`src/rtl/energy_detector_pkg.sv`:
```
// energy_detector_pkg: shared state encoding, default sizes and saturating add.
package energy_detector_pkg;

    typedef enum logic [1:0] {NOISE, SIG, DRAIN, CMP} state_t;

    localparam int DEF_DATA_W   = 8;
    localparam int DEF_WIN_LOG2 = 6;
    localparam int PROD_W       = 2 * DEF_DATA_W + 1;
    localparam int N            = 1 << DEF_WIN_LOG2;

    function automatic logic [63:0] sat_add(input logic [63:0] a, input logic [63:0] b, input int unsigned w);
        logic [64:0] s;
        logic [64:0] m;
        s = {1'b0, a} + {1'b0, b};
        m = (65'(1) << w) - 65'(1);
        return (s > m) ? m[63:0] : s[63:0];
    endfunction

endpackage

```
`src/rtl/energy_detector_square_mag.sv`:
```
// square_mag: registered |x|^2 = I*I + Q*Q with valid and phase tag carried alongside.
module square_mag
    import energy_detector_pkg::*;
#(
    parameter int DATA_W = DEF_DATA_W
) (
    input  logic                     clk,
    input  logic                     rst,
    input  logic                     i_valid,
    input  logic                     i_tag,
    input  logic signed [DATA_W-1:0] i_re,
    input  logic signed [DATA_W-1:0] i_im,
    output logic                     o_valid,
    output logic                     o_tag,
    output logic [2*DATA_W:0]        o_prod
);

    logic signed [2*DATA_W-1:0] w_rr;
    logic signed [2*DATA_W-1:0] w_ii;
    logic [2*DATA_W:0]          w_sum;

    // squares are non-negative, so zero-extension before the add is exact
    assign w_rr  = i_re * i_re;
    assign w_ii  = i_im * i_im;
    assign w_sum = {1'b0, w_rr} + {1'b0, w_ii};

    always_ff @(posedge clk) begin
        if (rst) begin
            o_valid <= 1'b0;
            o_tag   <= 1'b0;
            o_prod  <= '0;
        end else begin
            o_valid <= i_valid;
            o_tag   <= i_tag;
            o_prod  <= w_sum;
        end
    end

endmodule

```
`src/rtl/energy_detector.sv`:
```
// energy_detector: alternating noise/signal window energy accumulation with
// a fixed-point threshold decision per round.
module energy_detector
    import energy_detector_pkg::*;
#(
    parameter int DATA_W   = DEF_DATA_W,
    parameter int ACC_W    = 32,
    parameter int WIN_LOG2 = DEF_WIN_LOG2,
    parameter int THR_W    = 12,
    parameter int THR_FRAC = 4
) (
    input  logic              clk,
    input  logic              aclr,
    input  logic              sample_valid,
    output logic              sample_ready,
    input  logic [DATA_W-1:0] sample_real,
    input  logic [DATA_W-1:0] sample_imag,
    input  logic [THR_W-1:0]  thres,
    input  logic              hold_noise,
    output logic [ACC_W-1:0]  signal_energy,
    output logic [ACC_W-1:0]  noise_energy,
    output logic              detect,
    output logic              result_valid,
    output logic              busy
);

    localparam int PW = 2 * DATA_W + 1;
    localparam int CW = ACC_W + THR_W + 1;

    state_t              r_state;
    state_t              w_next;
    logic [WIN_LOG2-1:0] r_cnt;
    logic [ACC_W-1:0]    r_noise_acc;
    logic [ACC_W-1:0]    r_sig_acc;
    logic [ACC_W-1:0]    r_sig_e;
    logic [ACC_W-1:0]    r_noise_e;
    logic                r_det;
    logic                r_rv;
    logic                r_noise_ok;
    logic                r_ran_noise;
    logic                w_acc;
    logic                w_last;
    logic                w_pv;
    logic                w_ptag;
    logic [PW-1:0]       w_prod;
    logic [ACC_W-1:0]    w_add_n;
    logic [ACC_W-1:0]    w_add_s;
    logic [CW-1:0]       w_lhs;
    logic [CW-1:0]       w_rhs;

    assign sample_ready  = (r_state == NOISE) || (r_state == SIG);
    assign w_acc         = sample_valid && sample_ready;
    assign w_last        = w_acc && (&r_cnt);
    assign busy          = !((r_state == NOISE) && (r_cnt == '0));
    assign signal_energy = r_sig_e;
    assign noise_energy  = r_noise_e;
    assign detect        = r_det;
    assign result_valid  = r_rv;

    square_mag #(.DATA_W(DATA_W)) u_sq (
        .clk     (clk),
        .rst     (aclr),
        .i_valid (w_acc),
        .i_tag   (r_state == SIG),
        .i_re    (sample_real),
        .i_im    (sample_imag),
        .o_valid (w_pv),
        .o_tag   (w_ptag),
        .o_prod  (w_prod)
    );

    assign w_add_n = ACC_W'(sat_add(64'(r_noise_acc), 64'(w_prod), ACC_W));
    assign w_add_s = ACC_W'(sat_add(64'(r_sig_acc), 64'(w_prod), ACC_W));
    // both sides widened so neither the shift nor the product can truncate
    assign w_lhs   = CW'(r_sig_acc) << THR_FRAC;
    assign w_rhs   = CW'(r_noise_e) * CW'(thres);

    always_ff @(posedge clk) begin
        if (aclr) r_state <= NOISE;
        else      r_state <= w_next;
    end

    always_comb begin
        w_next = r_state;
        case (r_state)
            NOISE:   w_next = w_last ? SIG : NOISE;
            SIG:     w_next = w_last ? DRAIN : SIG;
            DRAIN:   w_next = CMP;
            default: w_next = (hold_noise && r_noise_ok) ? SIG : NOISE;
        endcase
    end

    always_ff @(posedge clk) begin
        if (aclr) begin
            r_cnt       <= '0;
            r_noise_acc <= '0;
            r_sig_acc   <= '0;
            r_sig_e     <= '0;
            r_noise_e   <= '0;
            r_det       <= 1'b0;
            r_rv        <= 1'b0;
            r_noise_ok  <= 1'b0;
            r_ran_noise <= 1'b0;
        end else begin
            r_rv <= (r_state == CMP);
            if (w_acc) r_cnt <= r_cnt + 1'b1;
            if (w_pv && !w_ptag) r_noise_acc <= w_add_n;
            if (w_pv && w_ptag) r_sig_acc <= w_add_s;
            if ((r_state == NOISE) && w_last) r_ran_noise <= 1'b1;
            if (r_state == DRAIN) begin
                if (r_ran_noise) r_noise_e <= r_noise_acc;
                r_noise_ok <= 1'b1;
            end
            if (r_state == CMP) begin
                r_det       <= w_lhs > w_rhs;
                r_sig_e     <= r_sig_acc;
                r_noise_acc <= '0;
                r_sig_acc   <= '0;
                r_ran_noise <= 1'b0;
            end
        end
    end

endmodule

```
`config.mk`:
```
export PLATFORM = sky130hd
export DESIGN_NAME = energy_detector
export DESIGN_NICKNAME = d
export VERILOG_FILES = /design/src/rtl/energy_detector_pkg.sv /design/src/rtl/energy_detector_square_mag.sv /design/src/rtl/energy_detector.sv
export SDC_FILE = /design/constraint.sdc
export NUM_CORES = 2
export LEC_CHECK = 0
export CAP_MARGIN = 20
export CORE_UTILIZATION = 55
export CTS_CLUSTER_SIZE = 10
export DETAILED_ROUTE_END_ITERATION = 10
export GPL_TIMING_DRIVEN = 0
export PLACE_DENSITY = 0.86
export SETUP_SLACK_MARGIN = 0.05
export SYNTH_ARGS = -nofsm -noshare
export SYNTH_HDL_FRONTEND = slang
export SYNTH_SLANG_ARGS = --single-unit
```
`constraint.sdc`:
```
create_clock -name clk -period 8.4 [get_ports clk]
set_input_delay 1.68 -clock clk [delete_from_list [all_inputs] [get_ports clk]]
set_output_delay 1.68 -clock clk [all_outputs]
set_load 0.05 [all_outputs]
```
After elaboration in Yosys (flattened, before gate mapping)
Cells that the tools add are included.
Storage, ports and cells
  bits in registers: 159
Operators by class
  $add $sub $neg: 4
  multipliers: 3
  magnitude comparators: 3
  equality and inequality tests: 3
  multiplexer cells: 6
  reductions and logical operators: 15
Operators with widths (number)
  $add 32x17->33: 2
  $gt 33x32->1 const B: 2
  $mux 32: 2
  $gt 36x44->1: 1
  $mul 32x12->44: 1
  $mul 8x8->16: 2
  $add 16x16->17: 1
  $logic_and 1x1->1: 7
  $add 6x1->6 const B: 1
  $logic_not 6->1: 1
  $pmux 2 s3: 1
  $reduce_and 6->1: 1
  $eq 2x2->1 const B: 2
  $eq 2x1->1 const B: 1
  $logic_not 1->1: 2
  $logic_not 2->1: 1
  $mux 1: 2
  $mux 2: 1
  $reduce_and 2->1: 1
  $reduce_or 2->1: 1
  $logic_or 1x1->1: 1

Longest topological paths before layout
  word-level depth: 6
  gate-level depth with buffers: 32

Hierarchy
A second synthesis with hierarchy kept.
Unflattened totals
  cells, all modules: 2853
  area total of the unflattened synthesis: 24247.0 µm²
Modules (own cells, without submodules)
  energy_detector: times used 1, cells each 2286, area each 19102.1 µm²
  square_mag: times used 1, cells each 567, area each 5144.9 µm²

Worst setup path after synthesis
Ideal clock, no wire load.
  kind: input to register
  from: input port thres[8]
  to: register r_det (netlist: detect)
  arrival: 8.083 ns
  required time: 8.313 ns
  slack: 0.230 ns
  stages on the path: 30
  path buffers: 2
  cells stage by stage: clkbuf_1 -> nand2_1 -> fa_1 -> inv_1 -> fa_1 -> fa_1 -> fa_1 -> inv_1 -> fa_1 -> inv_1 -> ha_1 -> clkbuf_1 -> a21oi_1 -> o21ai_0 -> a31o_2 -> a41oi_4 -> o211a_4 -> o21ai_4 -> a31oi_1 -> xor2_1 -> ha_1 -> nand4_1 -> nor2_1 -> and4b_1 -> a32o_1 -> nor3_1 -> o2111ai_1 -> nor4_1 -> nand4_1 -> o31ai_1
Between the ends
  longest elaborated chain between the ends: 2
Ends and longest elaborated chain
  start, declared: line energy_detector.sv:18  | input logic [THR_W-1:0] thres,
  $mul 32x12->44: line energy_detector.sv:76  | assign w_rhs = CW'(r_noise_e) * CW'(thres);
  $gt 36x44->1: line energy_detector.sv:115  | r_det <= w_lhs > w_rhs;
  end signal, assigned: line energy_detector.sv:115
  end, declared: line energy_detector.sv:37  | logic r_det;
No other way between the ends.
A chain may end at the register's enable or synchronous reset.

Final worst setup path
  from: input port thres[4]
  to: register r_det (netlist: detect)
The elaborated chain is that of the path after synthesis.

==> run summary <==
pin count of the biggest net entering global routing: 17
Tmin final: 8260 ps
clock tree buffer depth: 2
GRT Residual Overflow: 0
Area Growth Syn to Fin: 12.3%
register area share after synthesis: 0.130
setup TNS: 0 ps
leading area contributor after synthesis: fa_1
ant diodes: 0
DRT iter0 DRCs: 1,483
maxcap violations: 0
RSZ-0062 raised after global routing: true
Startpoint Class: input port
CTS root buf: clkbuf_16
vias per inst: 5.66
Post-route DRC: 0
power per cell area: 165 nW/um2
PortBufs: 96
IO Pins: 100
Setup Skew: 8.87 ps
vias in the first global route: 21.1k
Synth top area share: 0.323
Final Setup Violations: 0
Placed Cells: 3,553
Placer Congestion: 0.950
CP Capture Type: flip-flop
clock-pin slew on the worst setup and hold paths: 60 ps
die span in y: 213 um
final period utilization: 0.984
Via Count: 20.4k
total CTS buffers: 17
outcome: complete, no violations
Worst Path Buf+Inv: 7
Post-CTS Hold Buffers: 0
Mapped Area: 24,500 um2
Core Region: 43,500 um2
DP HPWL: 52,500 um
Post-synth ARST share: 0
NumNets Final: 3,652
first-pass GRT wire length: 106,000 um
num rows: 76
GRT Resource Usage Total: 0.300
crit-path most repeated cell: fa_1
CP max stage delay: 560 ps
VDD IR max: 408 uV
Leakage: 13.1 nW
drt pass-1 iters: 7
Mapped Cells: 2,872
worst-path fanout max: 10
Syn Nets: 3,518
mean post-synth cell area: 8.52 um2
max_slew headroom: 0.303
Slew @ Worst Pin: 1040 ps
R2R setup slack: 580 ps
fmax: 121 MHz
most common cell in the netlist: inv_1
max-slew violations: 0
die outline width: 213 um
Starting Density: 0.563
ANT nets after route: 0
crit path kind: input port to flip-flop
class of the worst hold path: flip-flop to flip-flop
crit path max-delay cell type: fa_1
DRT Wirelength: 64,700 um
Synth Register Bits: 159
non-filler cells, final: 3,604
layout cell share with drive strength beyond 1: 0.0596
initial antenna violation count: 1
synth warn: 0
htree depth: 4
Hold WS: 475 ps
clock latency on the worst-skew pair: 430 ps
most instantiated cells after synthesis: inv_1, nand2_1, fa_1
CTS tree: yes
Post-synth EDFFs: 0
Hold Violations, Final: 0
Worst Path Required: 8750 ps
Top delay family on crit path: adder cells
WL/cell: 18.0 um
Synth Flop Type: dfxtp_1
Total Die Area: 45,400 um2
largest cells by area after synthesis: fa_1, dfxtp_1, ha_1, inv_1, nand2_1
Crit path arrival time: 8610 ps
count of cell types in the netlist: 81
CTS sink count: 159
## logic make-up after synthesis
kind of cell / share of synthesized area
flops: 0.130
buf+inv: 0.0977
simple gates: 0.169
xor+xnor: 0.0404
mux: 0.00215
compound gates: 0.126
fa+ha+maj: 0.435
## final timing paths
kind / endpoint / start / cells past startpoint
max: detect$_SDFFE_PP0P_ / thres[4] / 31
min: noise_energy[28]$_SDFFE_PP0P_ / r_noise_acc[28]$_SDFFE_PP0P_ / 2
max reg2reg: detect$_SDFFE_PP0P_ / noise_energy[8]$_SDFFE_PP0P_ / 30
min reg2reg: noise_energy[28]$_SDFFE_PP0P_ / r_noise_acc[28]$_SDFFE_PP0P_ / 2
## through the flow
step                instance area [um2]  total power, mW   util  worst slack (ps)
finish                            27500             4.53  0.633               137
global route                      27500             4.93  0.633             -56.6
CTS                               27500             4.53  0.632              50.3
detailed placement                26200             3.72  0.602             -2110
global placement                  26200             3.61  0.602             -2040
floorplan                         24500             3.18      -               230
## state kept, by name, summed over array words and instances, names as in the netlist, 2 cells and up
register / count
u_sq.o_prod: 17
r_state: 2
r_cnt: 6
noise_energy: 32
r_sig_acc: 32
signal_energy: 32
r_noise_acc: 32
## tightest hold or removal path: stages, from the launching register on
cell     delay [ps]
dfxtp_1         320
nand2_1          60
a21oi_1          50
## area by class of cell
cell class	instances	area (um2)
well taps	585	732
clock inverters	13	153
flip-flops and latches	159	3180
fillers	3401	16000
multi-input cells	2077	19200
clock buffers	19	443
inverters	503	1890
plain buffers	127	771
repair buffers	121	1160
## metal layers
layer / part of all wire / track usage / vias to the layer above
met5: 0 / 0 / -
met1: 0.37 / 0.357 / 9840
met2: 0.48 / 0.513 / 970
li1: - / - / 9412
met3: 0.11 / 0.0803 / 171
met4: 0.043 / 0.123 / 0
## what timing repair did
item / CTS / global route
buffers inserted: 19 / 1
pin swaps: 52 / 7
setup endpoints to repair: 1 / 1
gates cloned: 5 / 0
gates resized for setup: 197 / 12
## power breakdown
group          switching [mW]  internal [mW]  leakage (nW)
Sequential             0.0355          0.813          1.29
Combinational            1.59           1.30          11.5
Clock                   0.329          0.452         0.287
Total                    1.96           2.57          13.1
## cells in the final DEF (no fill, tap or decap), types with 8 or more instances in the layout
cell,count
a21oi_2,14
nand3_1,31
nand4_1,33
a21oi_1,137
nor2b_1,21
nor2_1,94
nor3_1,41
a31oi_1,26
inv_1,503
buf_4,20
nand2_1,446
a211oi_1,11
and2_1,143
and3_1,23
ha_1,209
xnor2_1,73
a22o_1,34
clkbuf_1,90
a21o_1,44
a311oi_1,8
o21ai_0,79
o21a_1,9
o21ai_1,9
nand2b_1,14
clkbuf_16,23
dfxtp_1,159
clkdlybuf4s50_1,84
o21bai_1,15
clkbuf_8,14
xor2_1,40
fa_1,389
clkbuf_2,12
Power figures use the tool's default switching activity.
